--- src/rtl/mant_div_pkg.sv ---
`default_nettype none
// +------------------------------------------------------------------+
// | Module      : mant_div_pkg                                       |
// | Description : Shared widths and FSM state type for the           |
// |               sequential significand divider.                    |
// | Revision    : 1.0 - initial release                              |
// +------------------------------------------------------------------+
package mant_div_pkg;

   localparam int WIDTH_OPERATORS = 24;
   localparam int FRAC_BITS       = 3;
   localparam int WIDTH_QUOT      = WIDTH_OPERATORS + FRAC_BITS;
   localparam int CNT_W           = $clog2(WIDTH_QUOT);

   typedef enum logic [1:0] {
      IDLE = 2'd0,
      BUSY = 2'd1,
      DONE = 2'd2
   } state_t;

endpackage : mant_div_pkg
`default_nettype wire

--- src/rtl/mant_div_step.sv ---
`default_nettype none
// +------------------------------------------------------------------+
// | Module      : mant_div_step                                      |
// | Description : One combinational restoring-division iteration.    |
// |               Shifts the next dividend bit into the partial      |
// |               remainder and subtracts the divisor if it fits.    |
// | Revision    : 1.0 - initial release                              |
// +------------------------------------------------------------------+
module mant_div_step
   import mant_div_pkg::*;
(
   input  logic [WIDTH_OPERATORS-1:0] r_i,
   input  logic                       d_msb_i,
   input  logic [WIDTH_OPERATORS-1:0] y_i,
   output logic [WIDTH_OPERATORS-1:0] r_next_o,
   output logic                       q_bit_o
);

   // The shifted remainder needs one extra bit; after the conditional
   // subtract the result is always below Y and fits back in 24 bits.
   logic [WIDTH_OPERATORS:0]   w_r_shift;
   logic [WIDTH_OPERATORS-1:0] w_diff;

   // Compare/subtract of the shifted remainder against the divisor.
   always_comb begin
      w_r_shift = {r_i, d_msb_i};
      w_diff    = w_r_shift[WIDTH_OPERATORS-1:0] - y_i;
      q_bit_o   = (w_r_shift >= {1'b0, y_i});
      r_next_o  = q_bit_o ? w_diff : w_r_shift[WIDTH_OPERATORS-1:0];
   end

endmodule : mant_div_step
`default_nettype wire

--- src/rtl/mant_div_seq.sv ---
`default_nettype none
// +------------------------------------------------------------------+
// | Module      : mant_div_seq                                       |
// | Description : Sequential unsigned significand divider, one       |
// |               quotient bit per cycle. Produces                   |
// |               floor((X<<3)/Y), the remainder and a sticky bit.   |
// |               Optional MANT_DIV_EARLY_EXIT_EN finishes as soon   |
// |               as the remainder and remaining dividend are zero.  |
// | Revision    : 1.0 - initial release                              |
// +------------------------------------------------------------------+
module mant_div_seq
   import mant_div_pkg::*;
(
   input  logic                       clk_i,
   input  logic                       rst_ni,
   input  logic                       in_valid_i,
   output logic                       in_ready_o,
   input  logic [WIDTH_OPERATORS-1:0] X,
   input  logic [WIDTH_OPERATORS-1:0] Y,
   output logic                       out_valid_o,
   input  logic                       out_ready_i,
   output logic [WIDTH_QUOT-1:0]      quot_o,
   output logic [WIDTH_OPERATORS-1:0] rem_o,
   output logic                       sticky_o,
   output logic                       dz_o
);

   localparam logic [CNT_W-1:0] CNT_LAST = CNT_W'(WIDTH_QUOT - 1);
   localparam logic [CNT_W-1:0] CNT_ONE  = CNT_W'(1);

   state_t                     state_q, state_d;
   logic [WIDTH_QUOT-1:0]      d_q, d_d;
   logic [WIDTH_OPERATORS-1:0] y_q, y_d;
   logic [WIDTH_OPERATORS-1:0] r_q, r_d;
   logic [WIDTH_QUOT-1:0]      quot_q, quot_d;
   logic [CNT_W-1:0]           cnt_q, cnt_d;
   logic                       dz_q, dz_d;

   logic [WIDTH_OPERATORS-1:0] w_r_next;
   logic                       w_q_bit;
   logic                       w_early;

   mant_div_step u_step (
      .r_i      (r_q),
      .d_msb_i  (d_q[WIDTH_QUOT-1]),
      .y_i      (y_q),
      .r_next_o (w_r_next),
      .q_bit_o  (w_q_bit)
   );

`ifdef MANT_DIV_EARLY_EXIT_EN
   // Nothing left to divide: zero remainder and no unconsumed dividend bits.
   assign w_early = (w_r_next == '0) && (d_q[WIDTH_QUOT-2:0] == '0);
`else
   assign w_early = 1'b0;
`endif

   // Next-state and datapath update for the IDLE/BUSY/DONE sequence.
   always_comb begin
      state_d = state_q;
      d_d     = d_q;
      y_d     = y_q;
      r_d     = r_q;
      quot_d  = quot_q;
      cnt_d   = cnt_q;
      dz_d    = dz_q;
      case (state_q)
         IDLE: begin
            if (in_valid_i) begin
               d_d   = {X, {FRAC_BITS{1'b0}}};
               y_d   = Y;
               r_d   = '0;
               cnt_d = CNT_LAST;
               if (Y == '0) begin
                  quot_d  = '1;
                  dz_d    = 1'b1;
                  state_d = DONE;
               end else begin
                  quot_d  = '0;
                  dz_d    = 1'b0;
                  state_d = BUSY;
               end
            end
         end
         BUSY: begin
            r_d    = w_r_next;
            d_d    = {d_q[WIDTH_QUOT-2:0], 1'b0};
            quot_d = {quot_q[WIDTH_QUOT-2:0], w_q_bit};
            if (w_early) begin
               // Remaining quotient bits are all zero; align and finish.
               quot_d  = quot_d << cnt_q;
               state_d = DONE;
            end else if (cnt_q == '0) begin
               state_d = DONE;
            end else begin
               cnt_d = cnt_q - CNT_ONE;
            end
         end
         DONE: begin
            if (out_ready_i) begin
               state_d = IDLE;
            end
         end
         default: begin
            state_d = IDLE;
         end
      endcase
   end

   // State and datapath registers; reset discards any operation in flight.
   always_ff @(posedge clk_i or negedge rst_ni) begin
      if (!rst_ni) begin
         state_q <= IDLE;
         d_q     <= '0;
         y_q     <= '0;
         r_q     <= '0;
         quot_q  <= '0;
         cnt_q   <= '0;
         dz_q    <= 1'b0;
      end else begin
         state_q <= state_d;
         d_q     <= d_d;
         y_q     <= y_d;
         r_q     <= r_d;
         quot_q  <= quot_d;
         cnt_q   <= cnt_d;
         dz_q    <= dz_d;
      end
   end

   assign in_ready_o  = (state_q == IDLE);
   assign out_valid_o = (state_q == DONE);
   assign quot_o      = quot_q;
   assign rem_o       = r_q;
   assign sticky_o    = (r_q != '0);
   assign dz_o        = dz_q;

endmodule : mant_div_seq
`default_nettype wire

--- config.mk ---
export PLATFORM = sky130hd
export DESIGN_NAME = mant_div_seq
export DESIGN_NICKNAME = d
export VERILOG_FILES = /design/src/rtl/mant_div_pkg.sv /design/src/rtl/mant_div_step.sv /design/src/rtl/mant_div_seq.sv
export SDC_FILE = /design/constraint.sdc
export NUM_CORES = 1
export LEC_CHECK = 0
export CAP_MARGIN = 10
export CORE_UTILIZATION = 30
export DETAILED_ROUTE_END_ITERATION = 8
export PLACE_DENSITY = 0.59
export SYNTH_ARGS = -nofsm -noshare
export SYNTH_HDL_FRONTEND = slang
export SYNTH_HIERARCHICAL = 1
export SYNTH_SLANG_ARGS = --single-unit
--- constraint.sdc ---
create_clock -name clk_i -period 2.9 [get_ports clk_i]
set_input_delay 0.435 -clock clk_i [delete_from_list [all_inputs] [get_ports clk_i]]
set_output_delay 0.435 -clock clk_i [all_outputs]
set_load 0.02 [all_outputs]
==> flow_summary_export.csv, run 1 <==
group,metric,value,unit
global_routing,antenna_found_initial,0,
global_routing,grt_pass1_vias,5055,
logic_synthesis,yosys-top-cells-area,"dfrtp_1 (44%), nand2_1 (10%), ha_1 (5.2%), a22o_1 (3.6%), o221a_1 (3.5%)",
timing,hold_viol,0,
layout,utilization,0.403,
clock_network,htree_levels,3,
timing,max-slew-margin-rel,0.327,
floorplan,die_w,144,um
worst_setup_path,crit_type,"reg2reg",
floorplan,fp-row-count,51,
placement,place_area,7610,um2
drt,drtIter0Drc,301,
drt,antenna_left,0,
power_and_ir_drop,power,11.7,mW
logic_synthesis,synth_edf_count,0,
power_and_ir_drop,p_leak,3.54,nW
placement,hpwl,11900,um
power_and_ir_drop,irDropWorstVdd,0.528,mV
global_routing,grt_usage,0.164,
floorplan,die-area,20800,um2
timing,finalMaxSlewViolations,0,
logic_synthesis,ys_ff_latch,107,
worst_setup_path,reg2reg_slack,0.15,ns
timing,tightestPinTransition,1.01,ns
placement,dp.cells,1027,
drt,vias,5239,
clock_network,cts.reportedPaths.clkPinSlew,0.08,ns
status,status,"finished clean",
worst_setup_path,r2r_start,"rem_o[18]$_DFFE_PN0P_",
layout,area_delta_synth_final,30.5,%
layout,drive_above_1_share,0.122,
worst_setup_path,crit_fanout,17,
layout,nets,851,
timing,final-setup-viol-count,0,
run,cap_violations,0,
drt,route.detailed.wl_per_inst,15.6,um
drt,avgViaCountPerCell,5.03,
timing,grt_setup_unrepaired,"false",
layout,finalInstanceArea,7920,um2
clock_network,clk_latency,0.36,ns
logic_synthesis,synth_top_cell_by_area,"dfrtp_1",
logic_synthesis,synthCells,654,
drt,drc,0,
floorplan,start_util,0.309,
clock_network,hold_buffers,0,
clock_network,cts_made_buffers,9,
global_routing,grt-ovfl-total,0,
logic_synthesis,synth_top_area_share,0.441,
floorplan,core,19700,um2
clock_network,clockBufferDepth,2,
drt,wirelength,16200,um
worst_hold_path,hp-class,"in2async",
logic_synthesis,syn_avg_cell_area,9.28,um2
global_routing,grt_max_degree,74,
placement,io_buffers,106,
worst_setup_path,reg2reg_depth,11,
placement,gp_congestion,0.883,
power_and_ir_drop,power_density,1470,nW/um2
logic_synthesis,synth_flop_cell,"dfrtp_1",
drt,firstDrtPassIters,5,
logic_synthesis,async_reset_ff_frac,1.00,
logic_synthesis,syn_nets,732,
timing,skew,0.00828,ns
global_routing,grt_first_pass_wirelength,26300,um
worst_setup_path,cp-end-kind,"flip-flop",
floorplan,die_h,144,um
logic_synthesis,yosysUniqueCellTypes,69,
worst_setup_path,cp.arrival,2.99,ns
logic_synthesis,synth_seq_area_share,0.441,
clock_network,tritoncts,"yes",
timing,max_freq,364,MHz
logic_synthesis,syn_area,6070,um2
worst_setup_path,rr_endpoint,"rem_o[5]$_DFFE_PN0P_",
worst_setup_path,cp.required,3.14,ns
floorplan,ios,107,
worst_setup_path,cp-start-kind,"flip-flop",
clock_network,clockRootBuffer,"clkbuf_16",
layout,antennaDiodeCount,0,
logic_synthesis,yosysWarnings,6,
timing,fin_setup_tns,0,ns
layout,stdcell_count,1042,
timing,finalCritPeriodShare,0.948,
timing,period_needed,2.75,ns
clock_network,clock_sinks,107,
[power by group]
part	switching, mW	internal, mW	leakage [nW]	total, mW
Combinational	4.01	3.56	2.10	7.57
Clock	0.626	0.690	0.152	1.32
Sequential	0.522	2.26	1.29	2.78
[kinds of logic after synthesis]
group	count (synthesis)	synth area share
AND/OR/NAND/NOR	258	0.187
multiplexers	2	0.00330
adder cells (fa/ha/maj)	26	0.0548
buffers and inverters	67	0.0544
XOR/XNOR	16	0.0231
AO/OA/AOI/OAI	178	0.236
flip-flops	107	0.441
[layer usage]
metal  up-vias  track usage  wire length, um
met5         -            0                0
met4         0       0.0294              115
met3         8       0.0493              962
met2       118        0.266             7490
met1      2532        0.218             7670
li1       2581            -                -
[flip-flops by register name, summed over array words and instances (netlist names)]
signal / count
y_q: 24
quot_o: 27
dz_o: 1
d_q: 24
state_q: 2
rem_o: 24
cnt_q: 5
[critical path: stages (launching register included)]
cell	delay [ns]
dfrtp_1	0.40
ha_1	0.34
buf_4	0.18
nand2_1	0.05
o21ai_0	0.14
a311o_1	0.36
a311oi_1	0.29
a21boi_4	0.29
buf_12	0.18
a211oi_1	0.06
a21o_1	0.15
a22o_1	0.19
[cell type report]
type / instances / area (um2)
flip-flops and latches: 107 / 2680
clock inverters: 6 / 81.3
clock buffers: 9 / 225
fillers: 1994 / 11700
inverters: 31 / 116
repair buffers: 144 / 1390
multi-input cells: 480 / 3100
well taps: 265 / 332
[through the flow]
step | setup WS [ns] | hold WS, ns
finish | 0.150 | 0.0893
global route | 0.00775 | 0.137
CTS | 0.130 | 0.118
detailed placement | 0.162 | 0.464
global placement | 0.227 | 0.462
floorplan | 0.228 | 0.139
[timing repair]
item                       in CTS  in global routing
setup endpoints to repair       0                  2
resized for setup               0                  2
setup buffers                   0                  0
[cells in the mapped netlist (4+ instances only)]
cell type    n
nand2_1    162
dfrtp_1    107
nor2_1      42
inv_1       31
a22o_1      25
a31oi_1     25
ha_1        25
clkbuf_1    22
o21ai_0     20
o221a_1     19
a21oi_1     16
nor3_1      11
a21o_1      10
o21ai_2      9
xor2_1       9
nor4_1       8
o221a_2      8
o21a_1       7
xnor2_1      7
nand3_1      6
o31ai_1      6
buf_6        5
a211oi_1     4
buf_2        4
nor2b_1      4
nor4_2       4
[placed cells by master, fill, tap and decap left out, types with 20 or more instances in the layout]
cell,synthesis,final
o21ai_0,20,20
ha_1,25,24
dfrtp_1,107,107
nor2_1,42,42
clkdlybuf4s50_1,0,105
nand2_1,162,162
inv_1,31,31
buf_4,2,35
a31oi_1,25,25
a22o_1,25,25
[worst max path at each step]
stage / slack (ns) / endpoint / startpoint
2_1_floorplan: 0.23 / rem_o[5]$_DFFE_PN0P_ / rem_o[19]$_DFFE_PN0P_
4_1_cts: 0.13 / rem_o[5]$_DFFE_PN0P_ / rem_o[19]$_DFFE_PN0P_
3_5_place_dp: 0.16 / rem_o[5]$_DFFE_PN0P_ / rem_o[19]$_DFFE_PN0P_
3_3_place_gp: 0.23 / rem_o[5]$_DFFE_PN0P_ / rem_o[19]$_DFFE_PN0P_
5_1_grt: 0.008 / rem_o[22]$_DFFE_PN0P_ / d_q[26]$_DFFE_PN0P_
6_report: 0.15 / rem_o[5]$_DFFE_PN0P_ / rem_o[18]$_DFFE_PN0P_
No activity file was read; power rests on OpenSTA's default activity.
==> inputs of run 2 (changes only) <==
--- a/config.mk
+++ b/config.mk
@@ -7,6 +7,7 @@
 export LEC_CHECK = 0
 export CAP_MARGIN = 10
 export CORE_UTILIZATION = 30
+export CTS_CLUSTER_SIZE = 24
 export DETAILED_ROUTE_END_ITERATION = 8
 export PLACE_DENSITY = 0.59
 export SYNTH_ARGS = -nofsm -noshare
==> results of run 2 <==
The final DEF is identical to that of run 1; final timing and power are the same.
==> inputs of run 3 (changes only) <==
--- a/config.mk
+++ b/config.mk
@@ -10,6 +10,7 @@
 export CTS_CLUSTER_SIZE = 24
 export DETAILED_ROUTE_END_ITERATION = 8
 export PLACE_DENSITY = 0.59
+export REMOVE_ABC_BUFFERS = 1
 export SYNTH_ARGS = -nofsm -noshare
 export SYNTH_HDL_FRONTEND = slang
 export SYNTH_HIERARCHICAL = 1
==> flow_summary_export.csv, run 3 (synthesis results as in run 1) <==
group,metric,value,unit
worst_setup_path,crit_type,"reg2out",
floorplan,start_util,0.309,
layout,area_delta_synth_final,32.0,%
worst_setup_path,cp-start-kind,"flip-flop",
global_routing,grt_usage,0.165,
layout,mostFrequentLayoutCell,"nand2_1",
timing,skew,0.0128,ns
placement,dp.cells,1027,
clock_network,cts.reportedPaths.clkPinSlew,0.08,ns
clock_network,clockBufferDepth,2,
timing,final-setup-viol-count,0,
power_and_ir_drop,combPwrFrac,0.651,
placement,io_buffers,106,
power_and_ir_drop,p_int,6.67,mW
clock_network,tritoncts,"yes",
clock_network,htree_levels,3,
power_and_ir_drop,p_sw,5.18,mW
worst_setup_path,crit_fanout,4,
floorplan,core,19700,um2
timing,period_needed,2.82,ns
timing,max_freq,355,MHz
worst_setup_path,cp-end-kind,"output port",
worst_setup_path,cp.required,2.47,ns
layout,nets,853,
drt,vias,5164,
worst_setup_path,reg2reg_slack,0.17,ns
worst_setup_path,cp.arrival,2.38,ns
floorplan,die_w,144,um
global_routing,grt_max_degree,74,
clock_network,clockRootBuffer,"clkbuf_16",
layout,final_cell_mix,"nand2_1 (162), dfrtp_1 (107), clkdlybuf4s50_1 (105)",
worst_hold_path,hp-class,"in2async",
timing,max-slew-margin-rel,0.318,
drt,drtIter0Drc,294,
worst_setup_path,rr_endpoint,"rem_o[22]$_DFFE_PN0P_",
global_routing,grt_first_pass_wirelength,26700,um
floorplan,fp-row-count,51,
timing,tightestPinTransition,1.02,ns
timing,hold_viol,0,
power_and_ir_drop,power_density,1480,nW/um2
global_routing,grt_pass1_vias,5150,
timing,hold_ws,0.0464,ns
clock_network,clk_latency,0.36,ns
placement,gp_congestion,0.846,
layout,largest_reg_flops,27,
drt,antenna_left,0,
power_and_ir_drop,seq_power_share,0.236,
worst_setup_path,worst-path-buf-inv,2,
worst_setup_path,cp_slowest_stage_delay,0.56,ns
worst_setup_path,reg2reg_depth,10,
power_and_ir_drop,irDropWorstVdd,0.759,mV
worst_setup_path,cp_slowest_cell,"clkdlybuf4s50_1",
floorplan,ios,107,
power_and_ir_drop,p_leak,3.58,nW
run,cap_violations,0,
layout,drive_above_1_share,0.132,
power_and_ir_drop,pwr-share-clk,0.113,
status,status,"finished clean",
drt,avgViaCountPerCell,4.94,
clock_network,cts_made_buffers,9,
worst_setup_path,cp_cell_sequence,"buf_4, nor4_1, and4_1, nand3_1, clkdlybuf4s50_1",
timing,finalMaxSlewViolations,0,
layout,antennaDiodeCount,0,
timing,grt_setup_unrepaired,"false",
drt,firstDrtPassIters,4,
drt,route.detailed.wl_per_inst,15.4,um
timing,finalCritPeriodShare,0.972,
layout,stdcell_count,1045,
global_routing,grt-ovfl-total,0,
worst_setup_path,cp_top_family,"simple AND/OR/NAND/NOR gates",
global_routing,antenna_found_initial,0,
drt,wirelength,16100,um
placement,hpwl,11700,um
worst_setup_path,r2r_start,"rem_o[0]$_DFFE_PN0P_",
layout,nFillCells,1969,
drt,drc,0,
power_and_ir_drop,switching_share,0.437,
clock_network,clock_sinks,107,
floorplan,die_h,144,um
floorplan,die-area,20800,um2
run 3: area by class of cell:
class / instances / area, um2 / area share
multi-input combinational: 480 / 3130 / 0.391
timing repair buffer: 146 / 1430 / 0.179
tap: 265 / 332 / 0.0414
clock buffer: 9 / 225 / 0.0281
inverter: 31 / 116 / 0.0145
clock inverter: 7 / 100 / 0.0125
sequential: 107 / 2680 / 0.334
run 3: routing by layer:
metal	part of all wire	routed length, um	up-vias	GRT usage
li1	-	-	2583	-
met1	0.47	7630	2462	0.218
met2	0.46	7370	107	0.263
met3	0.058	936	12	0.0460
met4	0.010	166	0	0.0476
met5	0	0	-	0
run 3: timing repair:
item	in CTS	in global routing
buffers inserted	0	2
setup endpoints to repair	0	25
hold buffers	0	0
gates resized for setup	0	7
run 3: how the worst max path moves through the flow:
stage,cells past startpoint,to,from
4_1_cts,9,rem_o[9]$_DFFE_PN0P_,rem_o[19]$_DFFE_PN0P_
5_1_grt,11,rem_o[9]$_DFFE_PN0P_,y_q[18]$_DFFE_PN0P_
6_report,5,sticky_o,rem_o[1]$_DFFE_PN0P_
3_3_place_gp,11,rem_o[22]$_DFFE_PN0P_,d_q[26]$_DFFE_PN0P_
3_5_place_dp,9,rem_o[9]$_DFFE_PN0P_,rem_o[19]$_DFFE_PN0P_
2_1_floorplan,9,rem_o[5]$_DFFE_PN0P_,rem_o[19]$_DFFE_PN0P_
run 3: per-stage QoR:
step / power (mW) / instance area [um2] / TNS [ns] / utilization / setup slack, ns
CTS: 11.8 / 7950 / 0 / 0.404 / 0.0196
floorplan: 7.79 / 5860 / -15.21 / - / -0.688
detailed placement: 10.4 / 7620 / 0 / 0.388 / 0.0408
finish: 11.9 / 8020 / 0 / 0.408 / 0.0806
global placement: 10.3 / 7620 / 0 / 0.388 / 0.0790
global route: 12.9 / 8020 / 0 / 0.408 / 0.0401
run 3: power groups by stage:
stage / Sequential (mW) / Clock [mW] / Combinational (mW)
2_1_floorplan: 3.18 / 0 / 4.61
3_3_place_gp: 2.81 / 0 / 7.50
3_5_place_dp: 2.81 / 0 / 7.57
4_1_cts: 2.80 / 1.39 / 7.57
5_1_grt: 2.91 / 1.42 / 8.58
6_report: 2.80 / 1.33 / 7.72
